[config.mk]
export PLATFORM = sky130hd
export DESIGN_NAME = mem_stage
export DESIGN_NICKNAME = d
export VERILOG_FILES = /design/src/rtl/mem_stage_pkg.sv /design/src/rtl/mem_load_align.sv /design/src/rtl/mem_stage.sv
export SDC_FILE = /design/constraint.sdc
export NUM_CORES = 1
export LEC_CHECK = 0
export ABC_CLOCK_PERIOD_IN_PS = 1700
export CAP_MARGIN = 20
export CORE_MARGIN = 3
export CORE_UTILIZATION = 41
export DETAILED_ROUTE_END_ITERATION = 8
export PLACE_DENSITY = 0.82
export SLEW_MARGIN = 20
export SYNTH_ARGS = -nofsm -noshare
export SYNTH_HDL_FRONTEND = slang
export SYNTH_SLANG_ARGS = --single-unit
[constraint.sdc]
create_clock -name clk -period 1.7 [get_ports clk]
set_input_delay 0.34 -clock clk [delete_from_list [all_inputs] [get_ports clk]]
set_output_delay 0.34 -clock clk [all_outputs]
set_load 0.01 [all_outputs]
[src/rtl/mem_stage_pkg.sv]
// Shared memory-op encodings, FSM states and store/alignment helpers for the MEM stage.
package mem_stage_pkg;

    localparam int unsigned RegWidth     = 32;
    localparam int unsigned RegAddrWidth = 5;

    typedef enum logic [3:0] {
        MEM_OP_NONE  = 4'd0,
        MEM_OP_LD_B  = 4'd1,
        MEM_OP_LD_H  = 4'd2,
        MEM_OP_LD_W  = 4'd3,
        MEM_OP_LD_BU = 4'd4,
        MEM_OP_LD_HU = 4'd5,
        MEM_OP_ST_B  = 4'd6,
        MEM_OP_ST_H  = 4'd7,
        MEM_OP_ST_W  = 4'd8
    } mem_op_e;

    typedef enum logic [1:0] {
        ST_IDLE,
        ST_REQ,
        ST_WAIT_DATA
    } mem_state_e;

    function automatic logic is_mem_op(input mem_op_e op);
        case (op)
            MEM_OP_LD_B, MEM_OP_LD_H, MEM_OP_LD_W, MEM_OP_LD_BU, MEM_OP_LD_HU,
            MEM_OP_ST_B, MEM_OP_ST_H, MEM_OP_ST_W: is_mem_op = 1'b1;
            default:                               is_mem_op = 1'b0;
        endcase
    endfunction

    function automatic logic is_store_op(input mem_op_e op);
        is_store_op = (op == MEM_OP_ST_B) || (op == MEM_OP_ST_H) || (op == MEM_OP_ST_W);
    endfunction

    function automatic logic is_misaligned(input mem_op_e op, input logic [1:0] lo);
        case (op)
            MEM_OP_LD_H, MEM_OP_LD_HU, MEM_OP_ST_H: is_misaligned = lo[0];
            MEM_OP_LD_W, MEM_OP_ST_W:               is_misaligned = (lo != 2'b00);
            default:                                is_misaligned = 1'b0;
        endcase
    endfunction

    function automatic logic [3:0] store_strb(input mem_op_e op, input logic [1:0] lo);
        case (op)
            MEM_OP_ST_B: store_strb = 4'b0001 << lo;
            MEM_OP_ST_H: store_strb = 4'b0011 << lo;
            MEM_OP_ST_W: store_strb = 4'b1111;
            default:     store_strb = '0;
        endcase
    endfunction

    function automatic logic [RegWidth-1:0] store_wdata(input mem_op_e op,
                                                         input logic [RegWidth-1:0] d);
        case (op)
            MEM_OP_ST_B: store_wdata = {4{d[7:0]}};
            MEM_OP_ST_H: store_wdata = {2{d[15:0]}};
            MEM_OP_ST_W: store_wdata = d;
            default:     store_wdata = '0;
        endcase
    endfunction

endpackage

[src/rtl/mem_load_align.sv]
// Load data alignment: picks the addressed byte/half out of the bus word and extends it.
module mem_load_align
    import mem_stage_pkg::*;
(
    input  logic [31:0] rdata_i,
    input  logic [1:0]  addr_lo_i,
    input  logic [3:0]  mem_op_i,
    output logic [31:0] data_o
);

    logic [31:0] shifted;
    logic [7:0]  byte_sel;
    logic [15:0] half_sel;

    assign shifted  = rdata_i >> {addr_lo_i, 3'b000};
    assign byte_sel = shifted[7:0];
    assign half_sel = shifted[15:0];

    always_comb begin
        data_o = rdata_i;
        case (mem_op_e'(mem_op_i))
            MEM_OP_LD_B:  data_o = {{24{byte_sel[7]}}, byte_sel};
            MEM_OP_LD_BU: data_o = {24'd0, byte_sel};
            MEM_OP_LD_H:  data_o = {{16{half_sel[15]}}, half_sel};
            MEM_OP_LD_HU: data_o = {16'd0, half_sel};
            default:      data_o = rdata_i;
        endcase
    end

endmodule

[src/rtl/mem_stage.sv]
// MEM pipeline stage: registers EX results, runs loads/stores on an addr_ok/data_ok bus,
// and presents one registered result per instruction to write-back.
module mem_stage
    import mem_stage_pkg::*;
#(
    parameter int unsigned DATA_W     = 32,
    parameter int unsigned ADDR_W     = 32,
    parameter int unsigned REG_ADDR_W = 5
) (
    input  logic                  clk,
    input  logic                  rst,
    input  logic                  flush_i,
    input  logic                  in_valid_i,
    output logic                  in_ready_o,
    input  logic [3:0]            mem_op_i,
    input  logic [REG_ADDR_W-1:0] reg_write_addr_i,
    input  logic                  reg_write_en_i,
    input  logic [DATA_W-1:0]     reg_write_data_i,
    input  logic [DATA_W-1:0]     store_data_i,
    output logic                  data_req_o,
    output logic                  data_wr_o,
    output logic [3:0]            data_wstrb_o,
    output logic [ADDR_W-1:0]     data_addr_o,
    output logic [DATA_W-1:0]     data_wdata_o,
    input  logic                  data_addr_ok_i,
    input  logic                  data_data_ok_i,
    input  logic [DATA_W-1:0]     data_rdata_i,
    output logic                  wb_valid_o,
    input  logic                  wb_ready_i,
    output logic [REG_ADDR_W-1:0] wb_reg_addr_o,
    output logic                  wb_reg_en_o,
    output logic [DATA_W-1:0]     wb_reg_data_o,
    output logic                  ale_o
);

    mem_state_e            state_q, state_n;
    mem_op_e               op_in, op_q;
    logic [1:0]            addr_lo_q;
    logic [REG_ADDR_W-1:0] rd_q;
    logic                  rd_en_q;
    logic                  kill_q;

    logic                  wb_free, accept, in_is_mem, in_mis, start_bus;
    logic                  bus_done, capture_mem;
    logic [DATA_W-1:0]     load_data;

    assign op_in     = mem_op_e'(mem_op_i);
    assign in_is_mem = is_mem_op(op_in);
    assign in_mis    = is_misaligned(op_in, reg_write_data_i[1:0]);

    assign wb_free    = !wb_valid_o || wb_ready_i;
    assign in_ready_o = (state_q == ST_IDLE) && wb_free;
    assign accept     = in_valid_i && in_ready_o && !flush_i;
    assign start_bus  = accept && in_is_mem && !in_mis;

    assign bus_done    = data_data_ok_i &&
                         ((state_q == ST_WAIT_DATA) || (state_q == ST_REQ && data_addr_ok_i));
    // A flushed instruction still drains its bus response; kill_q just drops the result.
    assign capture_mem = bus_done && !kill_q && !flush_i;

    assign data_req_o = (state_q == ST_REQ);

    mem_load_align u_load_align (
        .rdata_i   (data_rdata_i),
        .addr_lo_i (addr_lo_q),
        .mem_op_i  (op_q),
        .data_o    (load_data)
    );

    always_comb begin
        state_n = state_q;
        case (state_q)
            ST_IDLE:      if (start_bus) state_n = ST_REQ;
            ST_REQ:       if (data_addr_ok_i) state_n = data_data_ok_i ? ST_IDLE : ST_WAIT_DATA;
            ST_WAIT_DATA: if (data_data_ok_i) state_n = ST_IDLE;
            default:      state_n = ST_IDLE;
        endcase
    end

    always_ff @(posedge clk) begin
        if (rst) begin
            state_q       <= ST_IDLE;
            op_q          <= MEM_OP_NONE;
            addr_lo_q     <= '0;
            rd_q          <= '0;
            rd_en_q       <= 1'b0;
            kill_q        <= 1'b0;
            data_wr_o     <= 1'b0;
            data_wstrb_o  <= '0;
            data_addr_o   <= '0;
            data_wdata_o  <= '0;
            wb_valid_o    <= 1'b0;
            wb_reg_addr_o <= '0;
            wb_reg_en_o   <= 1'b0;
            wb_reg_data_o <= '0;
            ale_o         <= 1'b0;
        end else begin
            state_q <= state_n;

            if (state_n == ST_IDLE)
                kill_q <= 1'b0;
            else if (flush_i && state_q != ST_IDLE)
                kill_q <= 1'b1;

            if (start_bus) begin
                op_q         <= op_in;
                addr_lo_q    <= reg_write_data_i[1:0];
                rd_q         <= reg_write_addr_i;
                rd_en_q      <= reg_write_en_i;
                data_wr_o    <= is_store_op(op_in);
                data_wstrb_o <= store_strb(op_in, reg_write_data_i[1:0]);
                data_addr_o  <= {reg_write_data_i[ADDR_W-1:2], 2'b00};
                data_wdata_o <= store_wdata(op_in, store_data_i);
            end

            if (flush_i) begin
                wb_valid_o <= 1'b0;
            end else if (accept && !in_is_mem) begin
                wb_valid_o    <= 1'b1;
                wb_reg_addr_o <= reg_write_addr_i;
                wb_reg_en_o   <= reg_write_en_i;
                wb_reg_data_o <= reg_write_data_i;
                ale_o         <= 1'b0;
            end else if (accept && in_mis) begin
                wb_valid_o    <= 1'b1;
                wb_reg_addr_o <= reg_write_addr_i;
                wb_reg_en_o   <= 1'b0;
                wb_reg_data_o <= reg_write_data_i;
                ale_o         <= 1'b1;
            end else if (capture_mem) begin
                wb_valid_o    <= 1'b1;
                wb_reg_addr_o <= rd_q;
                wb_reg_en_o   <= rd_en_q && !is_store_op(op_q);
                wb_reg_data_o <= is_store_op(op_q) ? '0 : load_data;
                ale_o         <= 1'b0;
            end else if (wb_ready_i) begin
                wb_valid_o <= 1'b0;
            end
        end
    end

endmodule

# Yosys cells after proc, flatten, opt, wreduce, memory -nomap -nowiden

Memories as Yosys holds them, arrays and structs flattened.
Cells that the tools add are included.

Register bits after elaboration: 122
ROM bits: 16
Input bits: 113
Output and inout bits: 111
Word-level logic and storage cells: 97
Memories: 1

Equal/unequal tests: 15
Shifts and indexed selects: 3
Multiplexer cells: 26
Bitwise logic cells: 1
Reduce and logical (&&, ||, !) cells: 36

Memory list:

| name             | depth | bits a word | read ports | clocked after Yosys merged registers in | write ports | line                | RTL |
|---|---|---|---|---|---|---|---|
| (name not given) | 16    | 1           | 1          | 0                                       | 0           | mem_stage_pkg.sv:26 | `case (op)` |

Operator list:

| operator                                             | count |
|---|---|
| two-way mux 32 bit                                   | 4 |
| case mux 32 bit (4 select lines)                     | 1 |
| case mux 32 bit (3 select lines)                     | 1 |
| right shift 32 x 5 -> 16 bit                         | 1 |
| equality test 4 x 3 -> 1 bit (second input constant) | 7 |
| two-way mux 5 bit                                    | 3 |
| logical AND 1 bit                                    | 13 |
| equality test 4 x 2 -> 1 bit (second input constant) | 3 |
| case mux 4 bit (3 select lines)                      | 1 |
| two-way mux 1 bit                                    | 10 |
| equality test 4 bit (second input constant)          | 2 |
| two-way mux 2 bit                                    | 4 |
| logical NOT 1 bit                                    | 6 |
| logical OR 1 bit                                     | 6 |
| case mux 2 bit (3 select lines)                      | 1 |
| OR reduction 2 bit                                   | 3 |
| equality test 4 x 1 -> 1 bit (second input constant) | 1 |
| logical NOT 2 bit                                    | 2 |
| nonzero test 2 bit                                   | 2 |
| nonzero test 4 bit                                   | 1 |
| << shifter 1 x 2 -> 4 bit (first input constant)     | 1 |
| << shifter 2 x 2 -> 4 bit (first input constant)     | 1 |
| nonzero test 3 bit                                   | 1 |
| OR reduction 3 bit                                   | 1 |
| other kinds (5)                                      | 5 |

# Depth between registers and ports, before layout

Depth after elaboration: 11
Depth in mapped cells: 8
Depth with buffers taken out: 5

# Modules after synthesis

From an unflattened synthesis, not the netlist that was laid out.

Cell total of the unflattened synthesis: 720
Area, all modules: 6120.9 um^2

By module, submodules not included:

| module         | instances | cells each | area an instance (um^2) | sequential area each (um^2) |
|---|---|---|---|---|
| mem_stage      | 1         | 593        | 5117.4                  | 2442.3 |
| mem_load_align | 1         | 127        | 1003.5                  | 0.0 |

# Worst setup path after synthesis

OpenSTA, ideal clock, no wires.

Path type: input port to flip-flop
Start: in mem_op_i[2]
End: reg data_wdata_o[12]
Library setup time: 0.117 ns
Data arrival time: 1.704 ns
Required time: 1.583 ns
Path slack: -0.121 ns
Stages: 7
Buffers on the path: 2
Cells stage by stage: buf_6 -> mux2i_1 -> o21ai_1 -> a2111oi_4 -> nor2_2 -> buf_2 -> a22o_1

Word-level cells in the longest chain between the ends: 5
Elaborated cells between the ends (all ways): 14
Those cells by class: eq/ne (6); mux (2); reduce/logical (5); memory (1)

Ends and longest elaborated chain:

| item                                                     | line                                     | RTL |
|---|---|---|
| start, declared                                          | mem_stage.sv:15                          | `input logic [3:0] mem_op_i,` |
| equality test 4 x 3 -> 1 bit (tied with other cells)     | mem_stage_pkg.sv:38, mem_stage_pkg.sv:56 |  |
| OR reduction 3 bit or OR reduction 2 bit (tied branches) | mem_stage_pkg.sv:38                      | `case (op)` |
| case mux 1 bit (2 select lines)                          | mem_stage_pkg.sv:38                      |  |
| logical NOT 1 bit                                        | mem_stage.sv:54                          | `assign start_bus = accept && in_is_mem && !in_mis;` |
| logical AND 1 bit                                        | mem_stage.sv:54                          |  |
| end signal, assigned                                     | mem_stage.sv:113                         | `data_wdata_o <= store_wdata(op_in, store_data_i);` |
| end, declared                                            | mem_stage.sv:24                          | `output logic [DATA_W-1:0] data_wdata_o,` |

Parallel ways exist; a longest one is shown, timed or not.
A chain may end at the register's enable or synchronous reset.

# Worst setup path in the final report

Start: in mem_op_i[2]
End: reg wb_reg_data_o[3]

Word-level cells in the longest chain between the ends: 6
Elaborated cells between the ends (all ways): 16
Those cells by class: eq/ne (5); mux (3); reduce/logical (7); memory (1)

Ends and longest elaborated chain:

| item                                                                       | line                | RTL |
|---|---|---|
| equality test 4 x 3 -> 1 bit (tied with other cells)                       | mem_stage_pkg.sv:38 |  |
| OR reduction 3 bit or OR reduction 2 bit (tied branches)                   | mem_stage_pkg.sv:38 |  |
| case mux 1 bit (2 select lines)                                            | mem_stage_pkg.sv:38 |  |
| logical AND 1 bit                                                          | mem_stage.sv:124    | `end else if (accept && in_mis) begin` |
| nonzero test 3 bit (no source line) or two-way mux 32 bit (tied branches)  | -                   |  |
| AND reduction 2 bit (no source line) or two-way mux 32 bit (tied branches) | -                   |  |
| end signal, assigned                                                       | mem_stage.sv:122    | `wb_reg_data_o <= reg_write_data_i;` |
| end signal, assigned                                                       | mem_stage.sv:128    | `wb_reg_data_o <= reg_write_data_i;` |
| end signal, assigned                                                       | mem_stage.sv:134    | `wb_reg_data_o <= is_store_op(op_q) ? '0 : load_data;` |
| end, declared                                                              | mem_stage.sv:32     | `output logic [DATA_W-1:0] wb_reg_data_o,` |

Parallel ways exist; a longest one is shown, timed or not.

==> flow_summary.ini <==
[outcome]
status = finished, violations left
violations = setup timing

[timing]
maxSlewViolCount = 0
rsz0062_at_grt = yes
hold_ws_ns = 0.318
worst_pin_slew_ns = 0.517
skew_ns = 0.0104
relSlewSlack_pct = 65.6
period_share_pct = 117
hold_viol = 0
setup_slack_ns = -0.291
fmax_mhz = 502
period_needed_ns = 1.99
setup_violations = 124

[die]
start_util_pct = 42.8
die-area_sq_um = 16300
ios = 224
fp-row-count = 43
core-area_sq_um = 14100
dieHeight_microns = 128
die_w_microns = 128

[placement]
globalplace.congestion = 0.876
io_buffers = 221
placed_cells = 1122
dp_hpwl_microns = 15000
place_ws_ns = -0.827

[grt]
grt_pass1_vias = 7090
antenna_found_initial = 0
grt_max_degree = 72
grt_use_total_pct = 29.5
grt_overflow = 0
grt_pass1_wl_microns = 38200

[power]
p_comb_share_pct = 25.3
clockPowerShare_pct = 41.7
p_sw_share_pct = 28.9
peakVddDrop_mv = 0.843
p_per_area_nw_per_um2 = 805
pwr-share-seq_pct = 33.1
p_leak_uw = 0.00493
p_int_uw = 6700
switchingPower_uw = 2730

[final_layout]
drive_gt1_share_pct = 41.2
nets = 1128
instances_no_fill = 1208
area_growth_pct = 93.2
diodes = 0

[yosys]
syn_inst = 699
netlist.area_leader.share_pct = 40.3
synth_area_sq_um = 6060
ys_warn_count = 0
yosysTopAreaCell = dfxtp_1
syn_avg_cell_area_sq_um = 8.67
yosysUniqueCellTypes = 64
synth_edf_count = 0
yosysSeqAreaShare_pct = 40.3
synth_top_cells_by_count = 122 x dfxtp_1, 107 x nand2_1, 59 x a21oi_1
synth_area_leaders = dfxtp_1 40%, nand2_1 6.6%, a21oi_1 4.9%
synth.most_common_cell = dfxtp_1
synthArstFlopShare_pct = 0
synth_seq_cells = 122
synth_ff_type = dfxtp_1

[worst_setup_path]
startpoint_type = input port
critPathKind = input port to flip-flop
cp-end-kind = flip-flop
worstPathArrival_ns = 2.27
path_max_fanout = 7
required_ns = 1.98

[route]
routedWlPerCell_microns = 26.9
vias = 7952
drt_first_pass_iters = 6
drt_drc_violations_left = 0
vias_per_cell = 6.58
drt_iter0_markers = 1014
ant_nets = 0
wl_microns = 32500

[cts]
path_clk_slew_ns = 0.06
htreeDepth = 4
clk_latency_ns = 0.43
clock_sinks = 122
cts_tree = done
cts_buffer_depth = 2
numCtsBuffers = 17
cts_root_buf = clkbuf_16

[job]
cap_violations = 0

[worst_hold_path]
hold_path.class = input port to flip-flop
-- critical path, stage by stage --
cell and delay, ns:
buf_2 0.22, buf_4 0.19, a21boi_4 0.21, a221oi_4 0.06
o211ai_4 0.37, buf_6 0.18, buf_16 0.11, o2111ai_1 0.14
a221oi_1 0.45
-- routing by layer --
| metal | vias up | wire, microns | GRT usage (%) |
|---|---|---|---|
| met4 | 0 | 2660 | 16.0 |
| met2 | 773 | 14800 | 47.8 |
| li1 | 3213 | - | - |
| met5 | - | 0 | 0 |
| met3 | 253 | 3850 | 8.15 |
| met1 | 3713 | 11100 | 35.7 |
-- flip-flops by register name, indices dropped and copies added (netlist names) --
name	count
wb_valid_o	1
op_q	4
wb_reg_data_o	32
addr_lo_q	2
data_wr_o	1
data_addr_o	30
data_wdata_o	32
data_wstrb_o	4
kill_q	1
ale_o	1
rd_q	5
state_q	2
wb_reg_addr_o	5
rd_en_q	1
wb_reg_en_o	1
-- repair_timing --
action | in CTS | in global routing
resized for setup | 97 | 298
pin swaps | 33 | 96
hold buffers | 0 | 0
endpoints found under the setup margin | 124 | 134
setup buffers | 17 | 23
cloned | 11 | 11
-- cell type report --
class / instances / area [sq um]
inverters: 38 / 143
flip-flops and latches: 122 / 2460
fillers: 660 / 2440
well taps: 180 / 225
clock buffers: 20 / 447
clock inverters: 12 / 173
multi-input cells: 469 / 4280
repair buffers: 367 / 3980
-- per-stage QoR --
| step | TNS [ns] | utilization (%) | total power, uW | cell area (sq um) |
|---|---|---|---|---|
| 3_5_place_dp | -87.36 | 63.7 | 4780 | 9010 |
| 6_report | -16.43 | 82.7 | 9420 | 11700 |
| 3_3_place_gp | -82.87 | 63.7 | 4750 | 9010 |
| 2_1_floorplan | -0.258 | - | 3920 | 6200 |
| 4_1_cts | -2.47 | 73.1 | 8810 | 10300 |
| 5_1_grt | -24.33 | 82.7 | 9600 | 11700 |
-- power groups by stage --
stage	combinational, uW	sequential (uW)	clock [uW]
3_3_place_gp	1610	3140	0
2_1_floorplan	725	3190	0
3_5_place_dp	1630	3140	0
6_report	2380	3120	3930
4_1_cts	1870	3090	3850
5_1_grt	2440	3130	4030
-- cell families (layout without fill, tap and decap cells) --
kind of cell / Yosys count / in the layout / synth area share, %
AO/OA/AOI/OAI: 266 / 266 / 32.7
flip-flops: 122 / 122 / 40.3
AND/OR/NAND/NOR: 175 / 175 / 13.5
multiplexers: 24 / 24 / 4.34
XOR/XNOR: 2 / 2 / 0.289
buffers and inverters: 109 / 437 / 8.88
other: 1 / 2 / 0.0619
-- path summary, 6_finish.rpt --
check | cells past startpoint | from | slack [ns] | to
setup / recovery | 9 | mem_op_i[2] | -0.29 | wb_reg_data_o[3]
hold / removal | 4 | rst | 0.32 | kill_q
setup reg to reg | 6 | op_q[0] | -0.25 | wb_reg_data_o[3]
hold reg to reg | 2 | data_addr_o[9] | 0.46 | data_addr_o[9]
-- placed cells by master (no fill, tap or decap), types with 17 or more instances in the layout --
cell type and count:
clkdlybuf4s50_1 180, dfxtp_1 114, buf_4 90, nand2_1 40, inv_1 37, nand2_2 37, a21oi_2 34, nand2_4 30
dlymetal6s2s_1 30, clkbuf_16 27, a21oi_1 25, buf_12 20, nor2_1 17, a22oi_1 17
(Power assumes the default switching activity.)
